### src/rtl/mmio_pkg.sv
// mmio_pkg: shared constants and types for the MMIO responder.
//   OFF_*      : byte offsets of the registers relative to BASE_ADDR.
//   funct3_e   : RV32I load/store size codes. Bit 3 marks a store, so the
//                load and store codes that share a funct3 value stay
//                distinct enum members. Compare against {is_store, funct3}.
//   PWM_WIDTH  : width of the duty bytes and the shared PWM counter.
//   sext8/16   : sign-extension helpers for LB/LH.
package mmio_pkg;

    localparam logic [31:0] OFF_MICROS = 32'd0;
    localparam logic [31:0] OFF_MILLIS = 32'd4;
    localparam logic [31:0] OFF_DUTY   = 32'd8;

    localparam int PWM_WIDTH = 8;

    typedef enum logic [3:0] {
        LB  = 4'b0_000,
        LH  = 4'b0_001,
        LW  = 4'b0_010,
        LBU = 4'b0_100,
        LHU = 4'b0_101,
        SB  = 4'b1_000,
        SH  = 4'b1_001,
        SW  = 4'b1_010
    } funct3_e;

    function automatic logic [31:0] sext8(input logic [7:0] b);
        return {{24{b[7]}}, b};
    endfunction

    function automatic logic [31:0] sext16(input logic [15:0] h);
        return {{16{h[15]}}, h};
    endfunction

endpackage

### src/rtl/mmio_responder_pwm_channel.sv
// pwm_channel: one PWM output stage.
//   duty_i : duty byte for this channel
//   cnt_i  : shared PWM counter value
//   pwm_o  : high while cnt_i < duty_i
// The comparison is all this stage does; the caller decides what counter
// value to present (free-running counter, or a constant for the
// threshold-only build).
module pwm_channel
    import mmio_pkg::*;
(
    input  logic [PWM_WIDTH-1:0] duty_i,
    input  logic [PWM_WIDTH-1:0] cnt_i,
    output logic                 pwm_o
);

    assign pwm_o = (cnt_i < duty_i);

endmodule

### src/rtl/mmio_responder.sv
// mmio_responder: memory-mapped timebase and PWM peripheral.
//   Registers (word addresses from BASE_ADDR):
//     +0 MICROS (RO) microseconds since reset
//     +4 MILLIS (RO) milliseconds since reset
//     +8 DUTY   (RW) [7:0] led, [15:8] red, [23:16] green, [31:24] blue
// Ports:
//   clk, reset (synchronous, active low)
//   write_mem, funct3, write_address, write_data : CPU store port
//   read_address, read_data                      : CPU load port (combinational)
//   led, red, green, blue                        : PWM outputs
// Build option: MMIO_PWM_EN. Defined -> 8-bit free-running PWM per channel.
//   Undefined -> no PWM counter; each output is bit 7 of its duty byte.
module mmio_responder
    import mmio_pkg::*;
#(
    parameter int          CLK_HZ    = 12_000_000,
    parameter logic [31:0] BASE_ADDR = 32'hFFFF_FFF4
) (
    input  logic        clk,
    input  logic        reset,
    input  logic        write_mem,
    input  logic [2:0]  funct3,
    input  logic [31:0] write_address,
    input  logic [31:0] write_data,
    input  logic [31:0] read_address,
    output logic [31:0] read_data,
    output logic        led,
    output logic        red,
    output logic        green,
    output logic        blue
);

    localparam int DIV = CLK_HZ / 1_000_000;
    localparam int PW  = (DIV > 1) ? $clog2(DIV) : 1;
    localparam logic [PW-1:0] PRESC_MAX = PW'(DIV - 1);

    // Word-address tags compared against address[31:2].
    localparam logic [29:0] TAG_MICROS = 30'((BASE_ADDR + OFF_MICROS) >> 2);
    localparam logic [29:0] TAG_MILLIS = 30'((BASE_ADDR + OFF_MILLIS) >> 2);
    localparam logic [29:0] TAG_DUTY   = 30'((BASE_ADDR + OFF_DUTY) >> 2);

    logic [PW-1:0] presc_q, presc_d;
    logic [9:0]    sub_q, sub_d;
    logic [31:0]   micros_q, micros_d;
    logic [31:0]   millis_q, millis_d;
    logic [31:0]   duty_q, duty_d;
    logic          us_tick, ms_tick;

    // ---------------- timebase ----------------
    always_comb begin
        us_tick  = (presc_q == PRESC_MAX);
        ms_tick  = us_tick && (sub_q == 10'd999);
        presc_d  = us_tick ? '0 : presc_q + 1'b1;
        micros_d = us_tick ? micros_q + 32'd1 : micros_q;
        sub_d    = sub_q;
        if (us_tick) begin
            sub_d = ms_tick ? 10'd0 : sub_q + 10'd1;
        end
        millis_d = ms_tick ? millis_q + 32'd1 : millis_q;
    end

    // ---------------- stores ----------------
    logic wr_hit_duty;
    assign wr_hit_duty = (write_address[31:2] == TAG_DUTY);

    always_comb begin
        duty_d = duty_q;
        if (write_mem && wr_hit_duty) begin
            case ({1'b1, funct3})
                SB: duty_d[{write_address[1:0], 3'b000} +: 8] = write_data[7:0];
                SH: if (!write_address[0]) begin
                        duty_d[{write_address[1], 4'b0000} +: 16] = write_data[15:0];
                    end
                SW: if (write_address[1:0] == 2'b00) begin
                        duty_d = write_data;
                    end
                default: ;
            endcase
        end
    end

    always_ff @(posedge clk) begin
        if (!reset) begin
            presc_q  <= '0;
            sub_q    <= '0;
            micros_q <= '0;
            millis_q <= '0;
            duty_q   <= '0;
        end else begin
            presc_q  <= presc_d;
            sub_q    <= sub_d;
            micros_q <= micros_d;
            millis_q <= millis_d;
            duty_q   <= duty_d;
        end
    end

    // ---------------- loads ----------------
    // Reads see registered state only, so a same-cycle store to DUTY
    // returns the old value.
    logic [31:0] rd_word;
    logic        rd_mapped;
    logic [7:0]  rd_byte;
    logic [15:0] rd_half;

    always_comb begin
        rd_word   = '0;
        rd_mapped = 1'b1;
        if (read_address[31:2] == TAG_MICROS) begin
            rd_word = micros_q;
        end else if (read_address[31:2] == TAG_MILLIS) begin
            rd_word = millis_q;
        end else if (read_address[31:2] == TAG_DUTY) begin
            rd_word = duty_q;
        end else begin
            rd_mapped = 1'b0;
        end
        rd_byte = rd_word[{read_address[1:0], 3'b000} +: 8];
        rd_half = rd_word[{read_address[1], 4'b0000} +: 16];

        read_data = '0;
        if (rd_mapped) begin
            case ({1'b0, funct3})
                LB:  read_data = sext8(rd_byte);
                LBU: read_data = {24'd0, rd_byte};
                LH:  if (!read_address[0]) read_data = sext16(rd_half);
                LHU: if (!read_address[0]) read_data = {16'd0, rd_half};
                LW:  if (read_address[1:0] == 2'b00) read_data = rd_word;
                default: read_data = '0;
            endcase
        end
    end

    // ---------------- PWM ----------------
    logic [PWM_WIDTH-1:0] pwm_cnt;

`ifdef MMIO_PWM_EN
    logic [PWM_WIDTH-1:0] pwm_cnt_q;

    always_ff @(posedge clk) begin
        if (!reset) begin
            pwm_cnt_q <= '0;
        end else begin
            pwm_cnt_q <= pwm_cnt_q + 1'b1;
        end
    end

    assign pwm_cnt = pwm_cnt_q;
`else
    // With the counter held at 0x7F, "cnt < duty" is exactly duty[7],
    // so the same channel stage yields the MSB of the registered duty byte.
    assign pwm_cnt = {1'b0, {(PWM_WIDTH-1){1'b1}}};
`endif

    pwm_channel u_led   (.duty_i(duty_q[7:0]),   .cnt_i(pwm_cnt), .pwm_o(led));
    pwm_channel u_red   (.duty_i(duty_q[15:8]),  .cnt_i(pwm_cnt), .pwm_o(red));
    pwm_channel u_green (.duty_i(duty_q[23:16]), .cnt_i(pwm_cnt), .pwm_o(green));
    pwm_channel u_blue  (.duty_i(duty_q[31:24]), .cnt_i(pwm_cnt), .pwm_o(blue));

endmodule

### config.mk
export PLATFORM = sky130hd
export DESIGN_NAME = mmio_responder
export DESIGN_NICKNAME = d
export VERILOG_FILES = /design/src/rtl/mmio_pkg.sv /design/src/rtl/mmio_responder_pwm_channel.sv /design/src/rtl/mmio_responder.sv
export SDC_FILE = /design/constraint.sdc
export NUM_CORES = 1
export LEC_CHECK = 0
export ABC_AREA = 1
export CELL_PAD_IN_SITES_DETAIL_PLACEMENT = 0
export CELL_PAD_IN_SITES_GLOBAL_PLACEMENT = 1
export CORE_ASPECT_RATIO = 1.75
export CORE_MARGIN = 2
export CORE_UTILIZATION = 35
export CTS_CLUSTER_DIAMETER = 50
export CTS_CLUSTER_SIZE = 12
export DETAILED_ROUTE_END_ITERATION = 10
export GPL_ROUTABILITY_DRIVEN = 0
export GPL_TIMING_DRIVEN = 0
export PLACE_DENSITY = 0.86
export SLEW_MARGIN = 20
export SYNTH_ARGS = -nofsm -noshare
export SYNTH_HDL_FRONTEND = slang
export SYNTH_HIERARCHICAL = 1
export SYNTH_SLANG_ARGS = --single-unit
### constraint.sdc
create_clock -name clk -period 2.38 [get_ports clk]
set_clock_uncertainty 0.05 [all_clocks]
set_input_delay 0.476 -clock clk [delete_from_list [all_inputs] [get_ports clk]]
set_output_delay 0.476 -clock clk [all_outputs]
set_load 0.01 [all_outputs]
; After elaboration in Yosys (flattened, before gate mapping)
; Index checks and enable logic that the tools add are counted.
[word_totals]
reg_bits = 110
latch_bits = 0
ram_bits = 0
rom_bits = 0
in_bits = 102
out_inout_bits = 36
word_cells = 59
n_memories = 0
[classes]
add_sub_neg = 6
mul = 0
n_div = 0
n_lt_le_gt_ge = 4
eq_ne = 12
n_shift = 6
mux = 17
n_bitwise = 1
reduce_logical = 8
[op_table]
columns = op, count
row1 = two-way mux 32 bit, 8
row2 = case mux 32 bit (5 select lines), 1
row3 = equality test 30 bit (second input constant), 4
row4 = case mux 32 bit (3 select lines), 1
row5 = adder 32 x 1 -> 32 bit (second input constant), 2
row6 = bitwise mux 32 bit, 2
row7 = less-than comparator 7 x 8 -> 1 bit (first input constant), 4
row8 = variable shift 16 x 7 -> 32 bit (first input constant), 1
row9 = variable shift 8 x 7 -> 32 bit (first input constant), 1
row10 = variable part select 16 x 7 -> 32 bit, 1
row11 = variable part select 32 x 6 -> 16 bit, 1
row12 = variable part select 32 x 6 -> 8 bit, 1
row13 = variable part select 8 x 7 -> 32 bit, 1
row14 = two-way mux 16 bit, 1
row15 = negator 5 -> 7 bit, 2
row16 = adder 10 x 1 -> 10 bit (second input constant), 1
row17 = equality test 10 bit (second input constant), 1
row18 = two-way mux 10 bit, 1
row19 = equality test 3 bit (second input constant), 2
row20 = adder 4 x 1 -> 4 bit (second input constant), 1
row21 = equality test 4 bit (second input constant), 1
row22 = zero test 2 bit, 2
row23 = != test 2 bit (second input constant), 2
row24 = AND reduction 4 bit, 1
row25 = 8 further kinds, 11

; Depth between registers and ports, before layout
[depth]
depth_word = 8
depth_mapped = 14
mapped_depth_nobuf = 13

; Hierarchy
; The synthesis kept the hierarchy.
[modules_own_cells]
columns = mod, instances, cells_each, area_each_um2, seq_area_each_um2
row1 = mmio_responder, 1, 1374, 8349.3, 2202.1
row2 = pwm_channel, 4, 31, 183.9, 0.0

; Worst setup path before layout
; No wires, ideal clock.
[synth_path]
path_kind = input port to flip-flop
startpoint = in write_address[1]
endpoint = reg with a tool-made name
setup_ns = 0.113
arrival_time_ns = 2.385
required_time_ns = 2.217
setup_slack_ns = -0.168
path_stages = 12
path_buffers = 2
path_cell_list = inv_1 -> clkbuf_1 -> ha_1 -> inv_1 -> nor2_1 -> nor2_1 -> nor4_2 -> nand3_1 -> o21bai_4 -> buf_2 -> nor2_1 -> nor2_1
[synth_lines]
columns = item, line_no
row1 = start: declaration, mmio_responder.sv:23  ; input logic [31:0] write_address,

; Worst setup path in the final report
[layout_path]
startpoint = in read_address[3]
endpoint = out read_data[6]
[layout_between]
elab_chain_cells = 8
word_cells_on_any_way = 16
classes_between = eq/ne: 3 / shift: 2 / mux: 11
[layout_rtl]
columns = item, line_no
row1 = start: declaration, mmio_responder.sv:25  ; input logic [31:0] read_address,
row2 = equality test 30 bit, mmio_responder.sv:113  ; end else if (read_address[31:2] == TAG_DUTY) begin
row3 = two-way mux 32 bit, mmio_responder.sv:113
row4 = two-way mux 32 bit, mmio_responder.sv:111  ; end else if (read_address[31:2] == TAG_MILLIS) begin
row5 = two-way mux 32 bit, mmio_responder.sv:109  ; if (read_address[31:2] == TAG_MICROS) begin
row6 = variable part select 32 x 6 -> 16 bit, mmio_responder.sv:119  ; rd_half = rd_word[{read_address[1], 4'b0000} +: 16];
row7 = two-way mux 16 bit / two-way mux 32 bit (equally long branches), "mmio_responder.sv:127, mmio_responder.sv:126"
row8 = case mux 32 bit (5 select lines), mmio_responder.sv:123  ; case ({1'b0, funct3})
row9 = two-way mux 32 bit (*), mmio_responder.sv:122  ; if (rd_mapped) begin
row10 = end: declaration, mmio_responder.sv:26  ; output logic [31:0] read_data,
; Mark *: on every way between the ends. The rest lies on a longest branch, timed or not.

==> results.py <==
metrics = {
    "critical_path": {
        "reg2reg_depth": 11,
        "critPathMaxStageDelay_ns": 0.44,
        "critPathLaunchType": "primary input",
        "rr_startpoint": "presc_q[0]",
        "crit_end": "read_data[6]",
        "path_cells": "clkdlybuf4s15_1, inv_2, nor2_1, nand3_2, nor2_4, nand2_2, buf_8, o211ai_1, o21ai_1, nand2_1, nand2_2, o21bai_4, buf_6",
        "path_class": "primary input to output pin",
        "crit_cells": 13,
        "path_delay_family": "compound AO/OA/AOI/OAI gates",
        "cp_common_cell": "nand2_2",
        "r2r_slack_ns": 0.19,
        "cp_max_fo": 9,
        "path_buf_inv": 4,
        "cp.arrival_ns": 2.48,
        "cp.required_ns": 1.85,
        "worstSetupEndpointType": "output pin",
        "slowest_stage": "o211ai_1",
        "crit_start": "read_address[3]",
        "r2r-end": "micros_q[21]",
    },
    "clock_network": {
        "cts_buffers": 9,
        "cts_sinks": 110,
        "cts_hold_buf": 0,
        "htree_num_levels": 3,
        "clkLatencyLatePin_ns": 0.40,
        "cts.path.max_buffers": 2,
        "cts_tree": "yes",
        "path_clk_slew_ns": 0.08,
        "root_buffer": "clkbuf_16",
    },
    "flow_run": {
        "maxCapViolations": 0,
    },
    "sta": {
        "layout_min_cycle_time_ns": 3.00,
        "slew_headroom_pct": 39.5,
        "fmax_mhz": 333,
        "rsz0062_at_grt": "true",
        "slew_viol_final": 0,
        "setup_ws_ns": -0.624,
        "timing.hold.ws_ns": 0.414,
        "finalHoldViolCount": 0,
        "worst_pin_slew_ns": 0.907,
        "period_share_pct": 126,
        "setup_viol": 32,
    },
    "routing": {
        "routed_via_density": 5.60,
        "drt_iter0_markers": 918,
        "ant_nets": 0,
        "dr.pass1.iters": 5,
        "wl_per_cell_um": 20.3,
        "drt_wl_total_um": 42100,
        "route.detailed.drc": 0,
        "vias": 11638,
    },
    "placement": {
        "dp_hpwl_um": 31500,
        "dpl_worst_slack_ns": -1.83,
        "port_buffers": 136,
    },
    "finish": {
        "area_growth_pct": 45.0,
        "diodes": 0,
        "fillers": 2586,
        "multi_input_area_um2": 7040,
        "final_nets": 1892,
        "seq_area_um2": 2210,
        "drive_above_1_share_pct": 22.5,
    },
    "yosys": {
        "synth_top_area_share_pct": 24.2,
        "netlist_area_um2": 9080,
        "synth.area.top_cells": "dfxtp_1 (24%), nand2_1 (16%), a21oi_1 (7.5%), inv_1 (7.1%), nand3_1 (6.3%)",
        "synthCells": 1498,
        "yosysSeqAreaShare_pct": 24.2,
        "synth_area_per_cell_um2": 6.06,
        "ys_types": 48,
        "ys_ff_latch": 110,
        "yosys_warnings": 6,
        "yosys.area.top_type": "dfxtp_1",
    },
    "grt": {
        "grt_pass1_vias": 11247,
        "antenna_found_initial": 0,
        "grt_usage_pct": 30.3,
        "gr-total-overflow": 0,
        "grt_pass1_wl_um": 62800,
        "grt_max_degree": 21,
    },
    "run_status": {
        "violations": "negative setup slack",
        "outcome": "finished, violations left",
    },
    "power": {
        "intPower_w": 0.00287,
        "peakVddDrop_uv": 372,
        "combPwrFrac_pct": 15.8,
        "switching_share_pct": 30.3,
        "p_switching_w": 0.00124,
        "p_per_area_nw_per_um2": 312,
        "p_seq_share_pct": 44.9,
        "p_clk_share_pct": 39.3,
        "leakage_nw": 5.30,
    },
    "floorplan": {
        "die_h_um": 217,
        "die_area_um2": 27300,
        "num_rows": 78,
        "coreArea_um2": 25800,
        "start_util_pct": 35.3,
        "io_pins": 138,
        "dieWidth_um": 126,
    },
    "worst_hold_path": {
        "hold_path.class": "register to register",
        "min_delay_path_depth": 1,
    },
}
-- power groups by stage --
stage | registers [W] | logic [W] | clock network [W]
final | 0.00184 | 0.000651 | 0.00161
after global routing | 0.00184 | 0.000705 | 0.00169
after CTS | 0.00185 | 0.000607 | 0.00163
after detailed placement | 0.00189 | 0.000578 | 0
after global placement | 0.00189 | 0.000573 | 0
after floorplan | 0.00189 | 0.000261 | 0
-- worst min-delay path by stage --
stage                 start            to  slack [ns]
3_5_place_dp     presc_q[0]    presc_q[0]        0.40
5_1_grt        micros_q[25]  micros_q[25]        0.45
2_1_floorplan    presc_q[0]    presc_q[0]        0.37
6_report         presc_q[0]    presc_q[0]        0.41
3_3_place_gp     presc_q[0]    presc_q[0]        0.38
4_1_cts          presc_q[0]    presc_q[0]        0.42
-- area by class of cell --
class,count,share of cell area (%)
Buffer,47,2.94
Clock buffer,10,1.74
Clock inverter,6,0.503
Inverter,178,5.23
Multi-Input combinational cell,1191,53.5
Sequential cell,110,16.8
Tap cell,320,3.04
Timing Repair Buffer,216,16.3
-- Yosys cell counts, drive strengths merged --
library cell and count:
clkbuf 29, a221oi 7, xnor2 1, or2 4
o311ai 1, o21bai 10, o221ai 13, o21a 5
o211ai 28, nand4 34, nor4 19, a31oi 2
conb 2, nor3 49, nand2 402, xor2 22
a21oi 136, dfxtp 110, ha 37, o2111ai 1
nor3b 4, inv 177, nor2 162, clkinv 1
and3 3, nand3 130, and2 2, o32ai 1
o21ba 1, buf 20, o21ai 76, a211oi 7
o22ai 2
-- layer usage --
layer  vias to the layer above  GRT usage [%]  share of wire, %
met1                      5330           29.6                33
met2                       579           54.3                50
met3                       210           5.38               6.4
met5                         -              0                 0
met4                         0           26.4                10
li1                       5519              -                 -
-- what timing repair did --
item                                   CTS  global route
endpoints found under the hold margin    0             0
gates resized for setup                494           122
gates cloned                             7             1
setup endpoints to repair               79            86
pin swaps                               79            68
buffers inserted                        46            30
-- layout by cell type (no fill, tap or decap), types with 17 or more instances in the layout --
master | Yosys | routed
nand4_1 | 34 | 34
nand2_4 | 0 | 17
nand2_1 | 390 | 350
dfxtp_1 | 110 | 102
clkdlybuf4s50_1 | 0 | 67
nand3_2 | 15 | 45
buf_2 | 7 | 17
nor2_1 | 146 | 125
conb_1 | 2 | 32
nand2_2 | 12 | 32
buf_6 | 4 | 70
ha_1 | 37 | 35
xor2_1 | 22 | 22
buf_4 | 3 | 54
a21oi_1 | 136 | 133
nand3_1 | 115 | 74
inv_1 | 172 | 164
nor3_1 | 48 | 47
o21ai_0 | 72 | 64
o211ai_1 | 28 | 28
nor2_4 | 3 | 21
-- per-stage QoR --
stage	instances	area, µm²	power, W	util, %	setup TNS, ns
2_1_floorplan	1528	9260	0.00215	-	-0.150
3_3_place_gp	1984	11000	0.00246	42.8	-84.62
3_5_place_dp	1984	11000	0.00247	42.8	-85.63
4_1_cts	2052	12600	0.00408	48.8	-19.61
5_1_grt	2078	13200	0.00424	51.1	-19.44
6_report	2078	13200	0.00411	51.1	-16.47
-- cells by family after synthesis --
| group | count (synthesis) | share of synthesized area (%) |
|---|---|---|
| AO/OA/AOI/OAI | 290 | 18.8 |
| XOR/XNOR | 23 | 2.22 |
| adder cells (fa/ha/maj) | 37 | 5.10 |
| buffers and inverters | 227 | 9.94 |
| flip-flops | 110 | 24.2 |
| other | 2 | 0.0827 |
| AND/OR/NAND/NOR | 809 | 39.7 |
(Power assumes the default switching activity.)
==> variant 1, RTL diff (same settings) <==
Change the parameter `CLK_HZ` from 12_000_000 to 6_000_000.
--- a/src/rtl/mmio_responder.sv
+++ b/src/rtl/mmio_responder.sv
@@ -13,7 +13,7 @@
 module mmio_responder
     import mmio_pkg::*;
 #(
-    parameter int          CLK_HZ    = 12_000_000,
+    parameter int          CLK_HZ    = 6_000_000,
     parameter logic [31:0] BASE_ADDR = 32'hFFFF_FFF4
 ) (
     input  logic        clk,
Function: not settled (the Yosys comparison gave no result); the edit may change what the design does.
==> variant 1 against the original RTL <==
The run still ends with setup timing left; final area rose by 0.48%; sequential cell count fell by 1; routed wire length fell by 0.75%; non-clock buffer count did not move; worst setup slack improved by 33 ps; area after synthesis barely moved; power fell by 0.63%.
==> variant 1: results (changes against the original RTL) <==
Setup path
  – CP Max Fanout: 8 (was 9)
  – FF-to-FF path depth: 9 (was 11)
  – CP peak stage delay: 400 ps (was 440 ps)
  – Crit path DAT: 2450 ps (was 2480 ps)

Logic synthesis
  – Synth area leaders: dfxtp_1 24%, nand2_1 13%, a21oi_1 6.8% (was dfxtp_1 24%, nand2_1 16%, a21oi_1 7.5%)
  – Sequential share of the synthesized area: 24.0% (was 24.2%)
  – Top cells by count, synth: 318 x nand2_1, 159 x inv_1, 144 x nor2_1, 123 x a21oi_1, 116 x nand3_1 (was 390 x nand2_1, 172 x inv_1, 146 x nor2_1, 136 x a21oi_1, 115 x nand3_1)
  – Synth unique cells: 53 (was 48)
  – Post-Synthesis Mean Instance Area: 6.29 um2 (was 6.06 um2)

Power and ir drop
  – Worst IR Drop VDD: 0.373 mV (was 0.372 mV)
  – Comb pwr: 0.000660 W (was 0.000651 W)
  – Total Power: 0.00408 W (was 0.00411 W)
  – Sw frac: 30.0% (was 30.3%)

Global route
  – GR Layer Usage met3: 5.90% (was 5.38%)
  – M2 GR Usage: 53.7% (was 54.3%)
  – Initial antenna violation count: 1 (was 0)
  – First-pass GRT wire length: 62500 um (was 62800 um)
  – Total track usage: 29.9% (was 30.3%)
  – Number of global-route vias before repair: 11100 (was 11200)

Layout
  – Fillers: 2488 (was 2586)
  – Ant. Diodes: 0 (unchanged)
  – Nets: 1834 (was 1892)
  – Layout cell share with drive strength beyond 1: 22.8% (was 22.5%)

Detailed routing
  – Detailed Route Iter0 Violations: 1109 (was 918)
  – Final WL: 41800 um (was 42100 um)
  – Routed wire per std cell: 20.7 um (was 20.3 um)
  – DR pass1 iterations: 7 (was 5)
  – Vias per cell: 5.65 (was 5.60)

Timing
  – Worst Slack Setup Final: -591 ps (was -624 ps)
  – Setup TNS: -15480 ps (was -16470 ps)
  – Final setup vio count: 32 (unchanged)
  – Worst Tran Pin Value: 792 ps (was 907 ps)

Run status
  – Status: finished with violations (unchanged)
  – Violated checks: setup timing (unchanged)

Placed design
  – Inst Count DP: 1930 (was 1984)
  – Port Buffers: 137 (was 136)
  – DP Area: 11000 um2 (about the same)

Clocking
  – CTS Buf Count: 9 (unchanged)
==> variant 1: stage by stage <==
| stage | setup WS (ps) | utilization [%] |
|---|---|---|
| 2_1_floorplan | 10.2 | - |
| 3_3_place_gp | -1750 | 42.6 |
| 3_5_place_dp | -1780 | 42.6 |
| 4_1_cts | -452 | 49.1 |
| 5_1_grt | -650 | 51.4 |
| 6_report | -591 | 51.4 |
==> variant 1: repair_timing <==
| action | in CTS | in global routing |
|---|---|---|
| setup endpoints to repair | 69 | 75 |
| endpoints found under the hold margin | 0 | 0 |
| cloned | 8 | 1 |
| buffers inserted | 41 | 24 |
| gates resized for setup | 501 | 96 |
| pin swaps | 77 | 40 |
==> variant 1: worst paths after layout <==
path	startpoint	end	slack, ps
worst max-delay path	read_address[7]	read_data[11]	-590
worst min-delay path	presc_q[0]$_SDFF_PP0_	presc_q[0]$_SDFF_PP0_	410
worst max register to register	millis_q[2]$_SDFFE_PN0P_	millis_q[23]$_SDFFE_PN0P_	200
worst min register to register	presc_q[0]$_SDFF_PP0_	presc_q[0]$_SDFF_PP0_	410
==> variant 1: kinds of logic after synthesis <==
kind of cell | synth area share, %
buffers and inverters | 10.4
flip-flops | 24.0
AND/OR/NAND/NOR | 38.8
XOR/XNOR | 2.12
AO/OA/AOI/OAI | 19.4
other | 0.0827
adder cells (fa/ha/maj) | 5.24
==> variant 1: cell type report <==
type	instances	share of cell area, %
Clock buffer	10	1.73
Multi-Input combinational cell	1139	53.9
Buffer	55	3.53
Clock inverter	6	0.491
Timing Repair Buffer	208	15.7
Sequential cell	109	16.5
Inverter	172	5.04
Tap cell	320	3.02
==> variant 1: metal layers <==
metal | vias up | wire length, um
li1 | 5375 | -
met1 | 5237 | 13900
met2 | 569 | 21300
met3 | 215 | 2700
met4 | 2 | 3950
met5 | - | 11
==> variant 2, RTL diff (same settings) <==
Without the edit above. Register the output `read_data`, cleared by the reset; this adds one clock of latency there. The other outputs are not delayed to match. Comments in the files are not updated.
--- a/src/rtl/mmio_responder.sv
+++ b/src/rtl/mmio_responder.sv
@@ -38,6 +38,8 @@
     localparam logic [29:0] TAG_MICROS = 30'((BASE_ADDR + OFF_MICROS) >> 2);
     localparam logic [29:0] TAG_MILLIS = 30'((BASE_ADDR + OFF_MILLIS) >> 2);
     localparam logic [29:0] TAG_DUTY   = 30'((BASE_ADDR + OFF_DUTY) >> 2);
+
+    logic [31:0] read_data_d;
 
     logic [PW-1:0] presc_q, presc_d;
     logic [9:0]    sub_q, sub_d;
@@ -118,15 +120,15 @@
         rd_byte = rd_word[{read_address[1:0], 3'b000} +: 8];
         rd_half = rd_word[{read_address[1], 4'b0000} +: 16];
 
-        read_data = '0;
+        read_data_d = '0;
         if (rd_mapped) begin
             case ({1'b0, funct3})
-                LB:  read_data = sext8(rd_byte);
-                LBU: read_data = {24'd0, rd_byte};
-                LH:  if (!read_address[0]) read_data = sext16(rd_half);
-                LHU: if (!read_address[0]) read_data = {16'd0, rd_half};
-                LW:  if (read_address[1:0] == 2'b00) read_data = rd_word;
-                default: read_data = '0;
+                LB:  read_data_d = sext8(rd_byte);
+                LBU: read_data_d = {24'd0, rd_byte};
+                LH:  if (!read_address[0]) read_data_d = sext16(rd_half);
+                LHU: if (!read_address[0]) read_data_d = {16'd0, rd_half};
+                LW:  if (read_address[1:0] == 2'b00) read_data_d = rd_word;
+                default: read_data_d = '0;
             endcase
         end
     end
@@ -157,5 +159,13 @@
     pwm_channel u_green (.duty_i(duty_q[23:16]), .cnt_i(pwm_cnt), .pwm_o(green));
     pwm_channel u_blue  (.duty_i(duty_q[31:24]), .cnt_i(pwm_cnt), .pwm_o(blue));
 
+    always_ff @(posedge clk) begin
+        if (!reset) begin
+            read_data <= '0;
+        end else begin
+            read_data <= read_data_d;
+        end
+    end
+
 endmodule
 
Check against the original RTL: not equivalent (Yosys sat finds a counterexample within 4 cycles, from zero or initial values and one cycle with reset low).
==> variant 2 against the original RTL <==
Die area is 12% higher; via count increased by 3.6%; final area grew 6.4%; sequential power grew 29%; synthesized cell count up 6.5%; worst setup slack gained 670 ps; sequential cell count rose by 32; area after synthesis increased by 12%; power is 41% higher; routed wire length is 2.0% higher.
==> variant 2: results (changes against the original RTL) <==
Run status
  – Status: finished, final reports clean (was finished with violations)

Timing
  – Worst Tran Pin Value: 910 ps (was 907 ps)

Setup path
  – CP Max Fanout: 10 (was 9)

Layout
  – Layout cell share with drive strength beyond 1: 16.0% (was 22.5%)
  – Nets: 1969 (was 1892)
  – Fillers: 2897 (was 2586)
  – Ant. Diodes: 0 (unchanged)

Power and ir drop
  – Worst IR Drop VDD: 0.518 mV (was 0.372 mV)
  – Leakage: 5.71 nW (was 5.30 nW)

Global route
  – Total track usage: 27.5% (was 30.3%)
  – Largest net degree at the start of global routing: 17 (was 21)
  – Number of global-route vias before repair: 11600 (was 11200)
  – First-pass GRT wire length: 63600 um (was 62800 um)
  – Initial antenna violation count: 0 (unchanged)

Clocking
  – Clock root cell: clkbuf_16 (unchanged)
  – Clock Pin Slew Worst Setup and Hold Paths: 60 ps (was 80 ps)
  – Clock Latency Late Sink: 450 ps (was 400 ps)
  – CTS Buffer Depth: 2 (unchanged)
  – CTS Buf Count: 17 (was 9)
  – Depth of the CTS H-tree: 4 (was 3)

Logic synthesis
  – Synth warn: 6 (unchanged)
  – Top cells by count, synth: 337 x nand2_1, 220 x inv_1, 157 x nand3_1, 156 x nor2_1, 142 x dfxtp_1 (was 390 x nand2_1, 172 x inv_1, 146 x nor2_1, 136 x a21oi_1, 115 x nand3_1)
  – Synth unique cells: 52 (was 48)
  – Synth area leaders: dfxtp_1 28%, nand2_1 12%, inv_1 8.1% (was dfxtp_1 24%, nand2_1 16%, a21oi_1 7.5%)
  – Ys async rst share: 0% (unchanged)
  – Sequential share of the synthesized area: 27.9% (was 24.2%)

Detailed routing
  – Detailed Route Iter0 Violations: 1064 (was 918)
  – Detail Route Antenna Nets: 0 (unchanged)
  – Routed wire per std cell: 19.4 um (was 20.3 um)
  – Vias per cell: 5.43 (was 5.60)
  – DR pass1 iterations: 6 (was 5)

Min path
  – Worst hold path class: register to register (unchanged)

Flow run
  – Max Cap Viol: 0 (unchanged)

Placed design
  – Port Buffers: 136 (unchanged)
  – Post-DP HPWL: 33100 um (was 31500 um)
  – DP Area: 12200 um2 (was 11000 um2)
==> variant 2: changes by cell type after synthesis, sizes merged, moves of 26 or more <==
cell	delta
inv	+48
nand3	+43
dfxtp	+32
a211oi	+26
a21oi	-46
o21ai	+41
nand2	-58
==> variant 2: power by group <==
group | leakage, nW | internal [W] | switching (W)
Combinational | 4.27 | 0.000269 | 0.000346
Sequential | 1.15 | 0.00238 | 0.00000431
Clock | 0.286 | 0.00168 | 0.00112
Total | 5.71 | 0.00432 | 0.00147
==> variant 2: kinds of logic (layout without fill, tap and decap cells) <==
| family | count (synthesis) | in the layout | share of synthesized area, % |
|---|---|---|---|
| AND/OR/NAND/NOR | 791 | 792 | 35.9 |
| AO/OA/AOI/OAI | 314 | 314 | 18.6 |
| buffers and inverters | 292 | 508 | 11.4 |
| flip-flops | 142 | 142 | 27.9 |
| adder cells (fa/ha/maj) | 37 | 37 | 4.55 |
| XOR/XNOR | 18 | 18 | 1.55 |
| other | 2 | 32 | 0.0738 |
==> variant 2: repair_timing <==
action                                  CTS  global route
endpoints found under the setup margin   64            93
pin swaps                                17            51
cloned                                    4             4
gates resized for setup                  90           179
buffers inserted                         21            21
==> variant 2: through the flow <==
stage | util [%] | worst slack, ps | instances
after floorplan | - | 18.4 | 1626
after global placement | 42.6 | -1160 | 2140
after detailed placement | 42.6 | -1220 | 2140
after CTS | 46.3 | 2.42 | 2196
after global routing | 49.0 | -23.4 | 2221
final | 49.0 | 43.7 | 2221
==> variant 2: layout make-up <==
class	instances	share of cell area [%]
plain buffers	62	3.62
clock buffers	19	3.16
clock inverters	13	1.18
inverters	229	6.19
multi-input cells	1193	48.8
flip-flops and latches	142	20.4
well taps	378	3.37
repair buffers	185	13.3
==> variant 2: worst max-delay path, stage by stage <==
cell             delay (ps)
clkdlybuf4s50_1         460
nand2_1                  90
nand3b_4                180
nor2_4                  170
buf_12                  160
nand2_4                  80
buf_12                  160
nor3_4                  290
o211ai_1                210
o21ai_0                 150
inv_1                    70
a21oi_1                 140
==> variant 2: path summary, 6_finish.rpt <==
check	slack (ps)	end	cells past startpoint	startpoint
max	40	read_data[13]$_SDFF_PN0_	12	read_address[24]
min	400	presc_q[0]$_SDFF_PP0_	1	presc_q[0]$_SDFF_PP0_
max reg2reg	160	micros_q[28]$_SDFFE_PN0P_	12	presc_q[1]$_SDFF_PP0_
min reg2reg	400	presc_q[0]$_SDFF_PP0_	1	presc_q[0]$_SDFF_PP0_
==> variant 2: routing by layer <==
metal	track usage [%]	wire length, um	vias up
li1	-	-	5760
met1	27.5	14800	5519
met2	48.3	21100	577
met3	4.91	2710	205
met4	24.1	4350	0
met5	0	0	-
